## src/rtl/alarm_pkg.sv

```systemverilog
// Shared types and constants for the alarm-time setting controller.
package alarm_pkg;

  typedef logic [0:5] time6_t;

  typedef enum logic [2:0] {
    S_IDLE     = 3'd0,
    S_SET_HR   = 3'd1,
    S_LOAD_HR  = 3'd2,
    S_SET_MIN  = 3'd3,
    S_LOAD_MIN = 3'd4
  } state_t;

  localparam int unsigned HR_MAX_DEF  = 23;
  localparam int unsigned MIN_MAX_DEF = 59;

  // Out-of-range readback (e.g. an uninitialised register) edits from zero.
  function automatic time6_t clamp6(input time6_t v, input time6_t max_v);
    return (v > max_v) ? '0 : v;
  endfunction

endpackage

```

## src/rtl/alarm_set_ctrl_if.sv

```systemverilog
// Register-side bundle: readback of the two alarm registers and their load path.
interface alarm_set_ctrl_if;
  import alarm_pkg::*;

  time6_t cur_hr;
  time6_t cur_min;
  logic   ld_hr;
  logic   ld_min;
  time6_t load_data;

  modport master (input cur_hr, cur_min, output ld_hr, ld_min, load_data);
  modport slave  (output cur_hr, cur_min, input ld_hr, ld_min, load_data);
endinterface

```

## src/rtl/alarm_set_ctrl_btn_step.sv

```systemverilog
// Button edge detector producing a one-cycle step pulse; with
// ALARM_SET_AUTO_REPEAT_EN defined it also generates hold-to-repeat steps.
module btn_step #(
  parameter int unsigned RPT_DLY = 50,
  parameter int unsigned RPT_PER = 10
) (
  input  logic clk,
  input  logic rst_n,
  input  logic btn_i,
  input  logic clr_i,
  output logic step_o
);

  logic btn_q;
  logic arm_q;
  logic edge_w;

  // arm_q blanks the first cycle after reset so a held button is not an edge.
  assign edge_w = btn_i & ~btn_q & arm_q;

  always_ff @(posedge clk or negedge rst_n) begin
    if (!rst_n) begin
      btn_q <= 1'b0;
      arm_q <= 1'b0;
    end else begin
      btn_q <= btn_i;
      arm_q <= 1'b1;
    end
  end

`ifdef ALARM_SET_AUTO_REPEAT_EN
  localparam int unsigned CMAX = (RPT_DLY > RPT_PER) ? RPT_DLY : RPT_PER;
  localparam int unsigned CW   = $clog2(CMAX + 1);
  localparam logic [CW-1:0] DLY_C = CW'(RPT_DLY);
  localparam logic [CW-1:0] PER_C = CW'(RPT_PER);
  localparam logic [CW-1:0] ONE_C = CW'(1);

  // cnt_q holds cycles since the last step/restart; zero means not tracking.
  logic [CW-1:0] cnt_q, cnt_d;
  logic          rpt_q, rpt_d;
  logic          hit;

  always_comb begin
    hit   = btn_i && (cnt_q != '0) && (cnt_q == (rpt_q ? PER_C : DLY_C));
    cnt_d = cnt_q;
    rpt_d = rpt_q;
    if (!btn_i) begin
      cnt_d = '0;
      rpt_d = 1'b0;
    end else if (edge_w || clr_i) begin
      cnt_d = ONE_C;
      rpt_d = 1'b0;
    end else if (hit) begin
      cnt_d = ONE_C;
      rpt_d = 1'b1;
    end else if (cnt_q != '0) begin
      cnt_d = cnt_q + ONE_C;
    end
  end

  always_ff @(posedge clk or negedge rst_n) begin
    if (!rst_n) begin
      cnt_q <= '0;
      rpt_q <= 1'b0;
    end else begin
      cnt_q <= cnt_d;
      rpt_q <= rpt_d;
    end
  end

  assign step_o = edge_w | hit;
`else
  logic        unused_clr;
  logic [31:0] unused_rpt;
  assign unused_clr = clr_i;
  assign unused_rpt = RPT_DLY ^ RPT_PER;
  assign step_o     = edge_w;
`endif

endmodule

```

## src/rtl/alarm_set_ctrl.sv

```systemverilog
// Alarm hour/minute entry sequencer driving load strobes to the alarm registers.
// Optional hold-to-repeat on inc/dec: define ALARM_SET_AUTO_REPEAT_EN.
module alarm_set_ctrl
  import alarm_pkg::*;
#(
  parameter int unsigned HR_MAX  = HR_MAX_DEF,
  parameter int unsigned MIN_MAX = MIN_MAX_DEF,
  parameter int unsigned RPT_DLY = 50,
  parameter int unsigned RPT_PER = 10
) (
  input  logic             clk,
  input  logic             alarm_reset,
  input  logic             mode_btn,
  input  logic             inc_btn,
  input  logic             dec_btn,
  alarm_set_ctrl_if.master reg_if,
  output time6_t           edit_val,
  output logic             set_hr,
  output logic             set_min
);

  localparam time6_t HR_M  = time6_t'(HR_MAX);
  localparam time6_t MIN_M = time6_t'(MIN_MAX);

  state_t state_q, state_d;
  time6_t edit_q, edit_d;
  time6_t load_q, load_d;
  time6_t max_v;
  logic   ld_hr_q, ld_min_q, set_hr_q, set_min_q;
  logic   mode_q, arm_q, mode_edge;
  logic   inc_step, dec_step, st_chg;

  assign mode_edge = mode_btn & ~mode_q & arm_q;
  assign st_chg    = (state_d != state_q);

  btn_step #(.RPT_DLY(RPT_DLY), .RPT_PER(RPT_PER)) u_inc (
    .clk(clk), .rst_n(alarm_reset), .btn_i(inc_btn), .clr_i(st_chg), .step_o(inc_step)
  );

  btn_step #(.RPT_DLY(RPT_DLY), .RPT_PER(RPT_PER)) u_dec (
    .clk(clk), .rst_n(alarm_reset), .btn_i(dec_btn), .clr_i(st_chg), .step_o(dec_step)
  );

  always_comb begin
    state_d = state_q;
    edit_d  = edit_q;
    max_v   = (state_q == S_SET_MIN) ? MIN_M : HR_M;
    case (state_q)
      S_IDLE: begin
        if (mode_edge) begin
          state_d = S_SET_HR;
          edit_d  = clamp6(reg_if.cur_hr, HR_M);
        end
      end
      S_SET_HR, S_SET_MIN: begin
        if (mode_edge) begin
          state_d = (state_q == S_SET_HR) ? S_LOAD_HR : S_LOAD_MIN;
        end else if (inc_step && !dec_step) begin
          edit_d = (edit_q >= max_v) ? '0 : edit_q + time6_t'(1);
        end else if (dec_step && !inc_step) begin
          edit_d = (edit_q == '0) ? max_v : edit_q - time6_t'(1);
        end
      end
      S_LOAD_HR: begin
        state_d = S_SET_MIN;
        edit_d  = clamp6(reg_if.cur_min, MIN_M);
      end
      S_LOAD_MIN: state_d = S_IDLE;
      default:    state_d = S_IDLE;
    endcase
    // Mode wins over inc/dec, so edit_d still holds the value to commit here.
    load_d = (state_d == S_LOAD_HR || state_d == S_LOAD_MIN) ? edit_d : '0;
  end

  always_ff @(posedge clk or negedge alarm_reset) begin
    if (!alarm_reset) begin
      state_q   <= S_IDLE;
      edit_q    <= '0;
      load_q    <= '0;
      ld_hr_q   <= 1'b0;
      ld_min_q  <= 1'b0;
      set_hr_q  <= 1'b0;
      set_min_q <= 1'b0;
      mode_q    <= 1'b0;
      arm_q     <= 1'b0;
    end else begin
      state_q   <= state_d;
      edit_q    <= edit_d;
      load_q    <= load_d;
      ld_hr_q   <= (state_d == S_LOAD_HR);
      ld_min_q  <= (state_d == S_LOAD_MIN);
      set_hr_q  <= (state_d == S_SET_HR);
      set_min_q <= (state_d == S_SET_MIN);
      mode_q    <= mode_btn;
      arm_q     <= 1'b1;
    end
  end

  assign reg_if.ld_hr     = ld_hr_q;
  assign reg_if.ld_min    = ld_min_q;
  assign reg_if.load_data = load_q;
  assign edit_val         = edit_q;
  assign set_hr           = set_hr_q;
  assign set_min          = set_min_q;

endmodule

```

## src/flat_wrapper.sv

```systemverilog
// flat-port wrapper written by rule: the top's interface ports become plain ports
module alarm_set_ctrl_flat import alarm_pkg::*;
#(
  parameter int unsigned HR_MAX  = HR_MAX_DEF,
  parameter int unsigned MIN_MAX = MIN_MAX_DEF,
  parameter int unsigned RPT_DLY = 50,
  parameter int unsigned RPT_PER = 10
)
  (clk, alarm_reset, mode_btn, inc_btn, dec_btn, edit_val, set_hr, set_min, reg_if_cur_hr, reg_if_cur_min, reg_if_ld_hr, reg_if_ld_min, reg_if_load_data);
  alarm_set_ctrl_if reg_if_i ();
  input  logic clk;
  input  logic alarm_reset;
  input  logic mode_btn;
  input  logic inc_btn;
  input  logic dec_btn;
  output time6_t edit_val;
  output logic set_hr;
  output logic set_min;
  input wire logic [$bits(reg_if_i.cur_hr)-1:0] reg_if_cur_hr;
  input wire logic [$bits(reg_if_i.cur_min)-1:0] reg_if_cur_min;
  output wire logic [$bits(reg_if_i.ld_hr)-1:0] reg_if_ld_hr;
  output wire logic [$bits(reg_if_i.ld_min)-1:0] reg_if_ld_min;
  output wire logic [$bits(reg_if_i.load_data)-1:0] reg_if_load_data;
  assign reg_if_i.cur_hr = reg_if_cur_hr;
  assign reg_if_i.cur_min = reg_if_cur_min;
  assign reg_if_ld_hr = reg_if_i.ld_hr;
  assign reg_if_ld_min = reg_if_i.ld_min;
  assign reg_if_load_data = reg_if_i.load_data;
  alarm_set_ctrl #(.HR_MAX(HR_MAX), .MIN_MAX(MIN_MAX), .RPT_DLY(RPT_DLY), .RPT_PER(RPT_PER)) u_core (.clk(clk), .alarm_reset(alarm_reset), .mode_btn(mode_btn), .inc_btn(inc_btn), .dec_btn(dec_btn), .reg_if(reg_if_i), .edit_val(edit_val), .set_hr(set_hr), .set_min(set_min));
endmodule
```

## config.mk

```make
export PLATFORM = sky130hd
export DESIGN_NAME = alarm_set_ctrl_flat
export DESIGN_NICKNAME = d
export VERILOG_FILES = /design/src/rtl/alarm_pkg.sv /design/src/rtl/alarm_set_ctrl_if.sv /design/src/rtl/alarm_set_ctrl_btn_step.sv /design/src/rtl/alarm_set_ctrl.sv /design/src/flat_wrapper.sv
export SDC_FILE = /design/constraint.sdc
export NUM_CORES = 1
export LEC_CHECK = 0
export BUFFER_PORTS_ARGS = -buffer_cell sky130_fd_sc_hd__buf_2
export CORE_MARGIN = 2
export CORE_UTILIZATION = 30
export CTS_CLUSTER_SIZE = 10
export DETAILED_ROUTE_END_ITERATION = 12
export PLACE_DENSITY_LB_ADDON = 0.08
export SLEW_MARGIN = 20
export SYNTH_ARGS = -nofsm -noshare
export SYNTH_HDL_FRONTEND = slang
export SYNTH_SLANG_ARGS = --single-unit
```

## constraint.sdc

```tcl
create_clock -name clk -period 3.1 [get_ports clk]
set_input_delay 0.155 -clock clk [delete_from_list [all_inputs] [get_ports clk]]
set_output_delay 0.155 -clock clk [all_outputs]
set_load 0.1 [all_outputs]
```

Yosys cells after proc, flatten, opt, wreduce, memory -nomap -nowiden

Cells that the tools add are included.

Register bits: 23
Logic and storage cells: 55
Output and inout port bits: 16
Input bits: 17

Muxes and demuxes: 15
Equality and inequality tests: 7
Magnitude comparators: 3
Bitwise logic cells: 9
Reduce and logical (&&, ||, !) cells: 8
Add/sub/neg operators: 2

Operators by type and width:

| cell                                                | count |
|---|---|
| 2-to-1 mux 6 bit                                    | 10 |
| case mux 6 bit (3 select lines)                     | 1 |
| equality test 3 x 2 -> 1 bit, second input constant | 4 |
| 2-to-1 mux 3 bit                                    | 3 |
| case mux 3 bit (3 select lines)                     | 1 |
| adder 6 x 1 -> 6 bit, second input constant         | 1 |
| bitwise AND 1 bit                                   | 6 |
| equality test 3 x 1 -> 1 bit, second input constant | 2 |
| >= comparator 6 bit                                 | 1 |
| > comparator 6 x 5 -> 1 bit, second input constant  | 1 |
| > comparator 6 bit, second input constant           | 1 |
| logical NOT 6 bit                                   | 1 |
| subtractor 6 x 1 -> 6 bit, second input constant    | 1 |
| equality test 3 bit, second input constant          | 1 |
| logical NOT 3 bit                                   | 1 |
| inverter 1 bit                                      | 3 |
| logical AND 1 bit                                   | 2 |
| logical NOT 1 bit                                   | 2 |
| OR reduction 2 bit                                  | 1 |
| logical OR 1 bit                                    | 1 |

Logic depth before layout (Yosys ltp)

Depth after elaboration: 10
Gate-level depth with buffers: 11
Mapped depth without buffers: 10

Hierarchy

Synthesis repeated with hierarchy kept, for this count alone.

Cell total of the unflattened synthesis: 183
Area, all modules: 1,619.1 um^2

Modules (own cells, without submodules):

| module         | instances | seq. area each (um^2) | area each (um^2) | cells an instance |
|---|---|---|---|---|
| alarm_set_ctrl | 1         | 525.5                 | 1,493.9          | 175 |
| btn_step       | 2         | 50.0                  | 62.6             | 4 |

Worst setup path before layout

No wires, ideal clock.

Kind: register -> register
Start: reg u_core.edit_q[2], in the netlist u_core.edit_val[2]
End: reg u_core.load_q[0], in the netlist u_core.reg_if.load_data[0]
Library setup time: 65 ps
Required time: 3,035 ps
Clock period less this slack: 2,558 ps
Buffers on the path: 1
Arrival time: 2,494 ps
Setup slack: 542 ps
Cell stages (with the launch flop): 9
Cell sequence: dfrtp_1 > ha_1 > a211oi_1 > nor2_1 > or3_1 > clkbuf_2 > a31o_1 > o21ai_1 > and2b_1

Cells in the longest elaborated chain, start to end: 7
Elaborated cells between the ends (all ways): 9
Those cells by class: order compare: 1; mux: 7; reduce/logical: 1

Ends and longest elaborated chain:

| element                                                                     | line                 | text |
|---|---|---|
| start: declaration                                                          | alarm_set_ctrl.sv:26 | `time6_t edit_q, edit_d;` |
| start signal: assignment                                                    | alarm_set_ctrl.sv:88 | `edit_q <= edit_d;` |
| parallel branches: the longest is 3 deep, another holds >= comparator 6 bit | n/a                  |  |
| 2-to-1 mux 6 bit *                                                          | alarm_set_ctrl.sv:58 | `end else if (inc_step && !dec_step) begin` |
| 2-to-1 mux 6 bit *                                                          | alarm_set_ctrl.sv:56 | `if (mode_edge) begin` |
| case mux 6 bit (3 select lines) *                                           | alarm_set_ctrl.sv:48 | `case (state_q)` |
| 2-to-1 mux 6 bit *                                                          | alarm_set_ctrl.sv:72 | `load_d = (state_d == S_LOAD_HR \|\| state_d == S_LOAD_MIN) ? edit_d : '0;` |
| net u_core.load_d[0]                                                        | alarm_set_ctrl.sv:27 | `time6_t load_q, load_d;` |
| end signal: assignment                                                      | alarm_set_ctrl.sv:89 | `load_q <= load_d;` |
| end: declaration                                                            | alarm_set_ctrl.sv:27 |  |

Mark *: on every way through the listed nets, which the timed path passes.

Final worst setup path

Start: reg u_core.state_q[0]
End: reg u_core.load_q[0], in the netlist u_core.reg_if.load_data[0]

Cells in the longest elaborated chain, start to end: 8
Elaborated cells between the ends (all ways): 19
Those cells by class: order compare: 1; eq/ne: 5; mux: 10; reduce/logical: 3

Ends and longest elaborated chain:

| element                         | line                                       | text |
|---|---|---|
| start: declaration              | alarm_set_ctrl.sv:25                       | `state_t state_q, state_d;` |
| start signal: assignment        | alarm_set_ctrl.sv:87                       | `state_q <= state_d;` |
| equality test 3 x 2 -> 1 bit    | alarm_set_ctrl.sv:47, alarm_set_ctrl.sv:48 |  |
| 2-to-1 mux 6 bit                | alarm_set_ctrl.sv:47                       | `max_v = (state_q == S_SET_MIN) ? MIN_M : HR_M;` |
| >= comparator 6 bit             | alarm_set_ctrl.sv:59                       | `edit_d = (edit_q >= max_v) ? '0 : edit_q + time6_t'(1);` |
| 2-to-1 mux 6 bit                | alarm_set_ctrl.sv:59                       |  |
| 2-to-1 mux 6 bit                | alarm_set_ctrl.sv:58                       |  |
| 2-to-1 mux 6 bit                | alarm_set_ctrl.sv:56                       |  |
| case mux 6 bit (3 select lines) | alarm_set_ctrl.sv:48                       |  |
| 2-to-1 mux 6 bit *              | alarm_set_ctrl.sv:72                       |  |
| net u_core.load_d[0]            | alarm_set_ctrl.sv:27                       |  |

The timed path passes the listed nets; every way through them passes the cells marked *.

==> impl_metrics.env <==
export IMPL_outcome="completed"
export IMPL_synthToLayoutAreaGrowth_pct=19.6
export IMPL_worstPathRequired_ps=3310
export IMPL_ys_seq_area_share_pct=38.1
export IMPL_timing_rr_start="u_core.state_q[0]"
export IMPL_coreArea_um2=4790
export IMPL_die_area_um2=5620
export IMPL_avgSynthCellArea_um2=8.48
export IMPL_p_total_mw=1.78
export IMPL_wl_met1_um=2020
export IMPL_slew_headroom_pct=57.8
export IMPL_ys_seq_elements=23
export IMPL_nNetsFinal=233
export IMPL_postCtsHoldBufs=2
export IMPL_cts_tree="done"
export IMPL_routed_wl_um=4290
export IMPL_grt_pass1_vias=1466
export IMPL_io_buffers=32
export IMPL_nFillCells=506
export IMPL_postCtsResizedCells=0
export IMPL_worstSetupStartpoint="u_core.state_q[0]"
export IMPL_syn_area_um2=1510
export IMPL_fin_ws_ps=374
export IMPL_cts_sinks=23
export IMPL_r2r_slack_ps=370
export IMPL_dpl_worst_slack_ps=453
export IMPL_leakage_nw=0.866
export IMPL_die_width_um=75.0
export IMPL_crit_fanout=13
export IMPL_period_minus_slack_ps=2730
export IMPL_die_h_um=75.0
export IMPL_p_per_area_nw_per_um2=984
export IMPL_root_buffer="clkbuf_8"
export IMPL_startpoint_type="flop"
export IMPL_hold_viol_final=0
export IMPL_cts_buffer_depth=2
export IMPL_antenna_found_initial=0
export IMPL_worst_r2r_endpoint="u_core.reg_if.load_data[0]"
export IMPL_fin_crit_sh_pct=87.9
export IMPL_ys_warn_count=0
export IMPL_crit_type="reg -> reg"
export IMPL_rsz0062_at_grt="no"
export IMPL_numCtsBuffers=3
export IMPL_start_util_pct=31.6
export IMPL_clock_latency_ps=270
export IMPL_clock_skew_final_ps=8.60
export IMPL_route_met3_wl_um=301
export IMPL_async_flop_share_pct=100
export IMPL_wire_per_inst_um=15.5
export IMPL_vias=1470
export IMPL_hold_start="inc_btn"
export IMPL_pin_count=33
export IMPL_finalSetupViolCount=0
export IMPL_synthesis_nets=201
export IMPL_cap_violations=0
export IMPL_cts_setup_buffers=0
export IMPL_synth_flop_cell="dfrtp_1"
export IMPL_fmax_ghz=0.367
export IMPL_firstDrtPassIters=4
export IMPL_dp_hpwl_um=3220
export IMPL_post_route_util_pct=37.7
export IMPL_synth_edf_count=0
export IMPL_hold_depth=1
export IMPL_grt_util_all_layers_pct=17.2
export IMPL_arrival_ps=2930
export IMPL_grt_first_pass_wirelength_um=7270
export IMPL_grt_max_degree=24
export IMPL_min_to="u_core.u_inc.btn_q"
export IMPL_clk_pin_slew_ps=90
export IMPL_first_iter_violations=50
export IMPL_synthCells=178
export IMPL_place_congestion=0.920
export IMPL_antenna_left=0
export IMPL_cts_max_level=1
export IMPL_num_antenna_cells=0
export IMPL_drc=0
export IMPL_reg2regPathDepth=10
export IMPL_peakVddDrop_uv=507
export IMPL_top_layer_used="met4"
export IMPL_drv_slew=0
export IMPL_detail_route_vias_per_cell=5.33
export IMPL_worstMarginPinSlew_ps=634
export IMPL_setup_tns_ps=0
export IMPL_hold_path_class="in -> reg"
export IMPL_overflow=0
export IMPL_row_count=25
export IMPL_drive_gt1_share_pct=21.5
export IMPL_synthDistinctLibCells=47
export IMPL_crit_path_end_kind="flop"
export IMPL_dr_wl_met2_um=1890
[power breakdown]
part           leakage, nW  switching, mW  internal, mW
clock               0.0255          0.104        0.0899
combinational        0.547          0.769         0.300
sequential           0.294          0.144         0.371
[state kept, by name, indices dropped and copies added (netlist names)]
signal                   cells
u_core.arm_q                 1
u_core.edit_val              6
u_core.mode_q                1
u_core.reg_if.ld_hr          1
u_core.reg_if.ld_min         1
u_core.reg_if.load_data      6
u_core.set_hr                1
u_core.set_min               1
u_core.state_q               3
u_core.u_dec.btn_q           1
u_core.u_inc.btn_q           1
[synth_stat cells (2+ instances only)]
| master | n | area (um^2) |
|---|---|---|
| nor2b_1 | 3 | 18.8 |
| and2_1 | 3 | 18.8 |
| nand4_1 | 5 | 31.3 |
| dfrtp_1 | 23 | 576 |
| o22ai_1 | 2 | 12.5 |
| a21o_1 | 2 | 15.0 |
| mux2i_1 | 4 | 40.0 |
| nand3_1 | 9 | 45.0 |
| clkbuf_1 | 7 | 26.3 |
| and3_1 | 6 | 37.5 |
| nor2_1 | 15 | 56.3 |
| buf_2 | 2 | 10.0 |
| a21oi_1 | 18 | 90.1 |
| a31oi_1 | 3 | 18.8 |
| a211oi_1 | 2 | 15.0 |
| nor3_1 | 6 | 30.0 |
| o21ai_0 | 11 | 55.1 |
| ha_1 | 6 | 75.1 |
| nand3b_1 | 2 | 15.0 |
| xnor2_1 | 2 | 17.5 |
| nand2_1 | 12 | 45.0 |
| inv_1 | 6 | 22.5 |
| xor2_1 | 3 | 26.3 |
| or3_1 | 2 | 12.5 |
| o211ai_1 | 2 | 15.0 |
[routing by layer]
| layer | vias up | track usage, % |
|---|---|---|
| li1 | 697 | - |
| met1 | 704 | 25.5 |
| met2 | 61 | 24.9 |
| met3 | 8 | 2.81 |
| met4 | 0 | 6.55 |
| met5 | - | 0 |
[critical path, stage by stage, from the launching register on]
cell and delay (ps):
dfrtp_1 610, nor2b_1 250, nand2_1 150, inv_1 140, ha_1 240, a211oi_1 230
nor2_1 50, or3_1 430, a31o_1 260, o21ai_1 160, and2b_1 140
[metrics by stage]
step           hold WS, ps  instances  instance area [um^2]
2_1_floorplan         -141        178                  1510
3_3_place_gp           175        270                  1740
3_5_place_dp           184        270                  1740
4_1_cts               4.55        276                  1810
5_1_grt               5.18        276                  1810
6_report              14.5        276                  1810
[worst max path at each step]
stage	to
2_1_floorplan	u_core.reg_if.load_data[0]
3_3_place_gp	u_core.reg_if.load_data[0]
3_5_place_dp	u_core.reg_if.load_data[0]
4_1_cts	u_core.reg_if.load_data[0]
5_1_grt	u_core.edit_val[4]
6_report	u_core.reg_if.load_data[0]
[logic make-up after synthesis]
| group | Yosys count | synth area share [%] |
|---|---|---|
| AND/OR/NAND/NOR | 73 | 27.0 |
| adder cells (fa/ha/maj) | 6 | 4.97 |
| AO/OA/AOI/OAI | 49 | 19.6 |
| multiplexers | 4 | 2.65 |
| buffers and inverters | 17 | 4.47 |
| XOR/XNOR | 5 | 2.90 |
| flip-flops | 23 | 38.1 |
| other | 1 | 0.248 |
[cell usage in the layout (no fill, tap or decap), drive strengths merged, types with 3 or more instances in the layout]
| master | instances |
|---|---|
| dfrtp | 23 |
| xor2 | 3 |
| and3 | 6 |
| nand3b | 3 |
| mux2i | 4 |
| nor2b | 5 |
| buf | 36 |
| and2 | 3 |
| a21oi | 18 |
| inv | 6 |
| nor3 | 6 |
| o21ai | 12 |
| clkbuf | 3 |
| nand2 | 12 |
| nand4 | 5 |
| a31oi | 3 |
| ha | 6 |
| nand3 | 9 |
| nor2 | 15 |
[final cells by class]
cell class | count | area (um^2) | area share [%]
clock buffers | 3 | 41.3 | 2.29
repair buffers | 38 | 210 | 11.6
inverters | 6 | 22.5 | 1.25
well taps | 67 | 83.8 | 4.64
clock inverters | 1 | 5.00 | 0.277
flip-flops and latches | 23 | 576 | 31.9
multi-input cells | 138 | 867 | 48.0
Note: power is estimated with default switching activity, not from simulation.
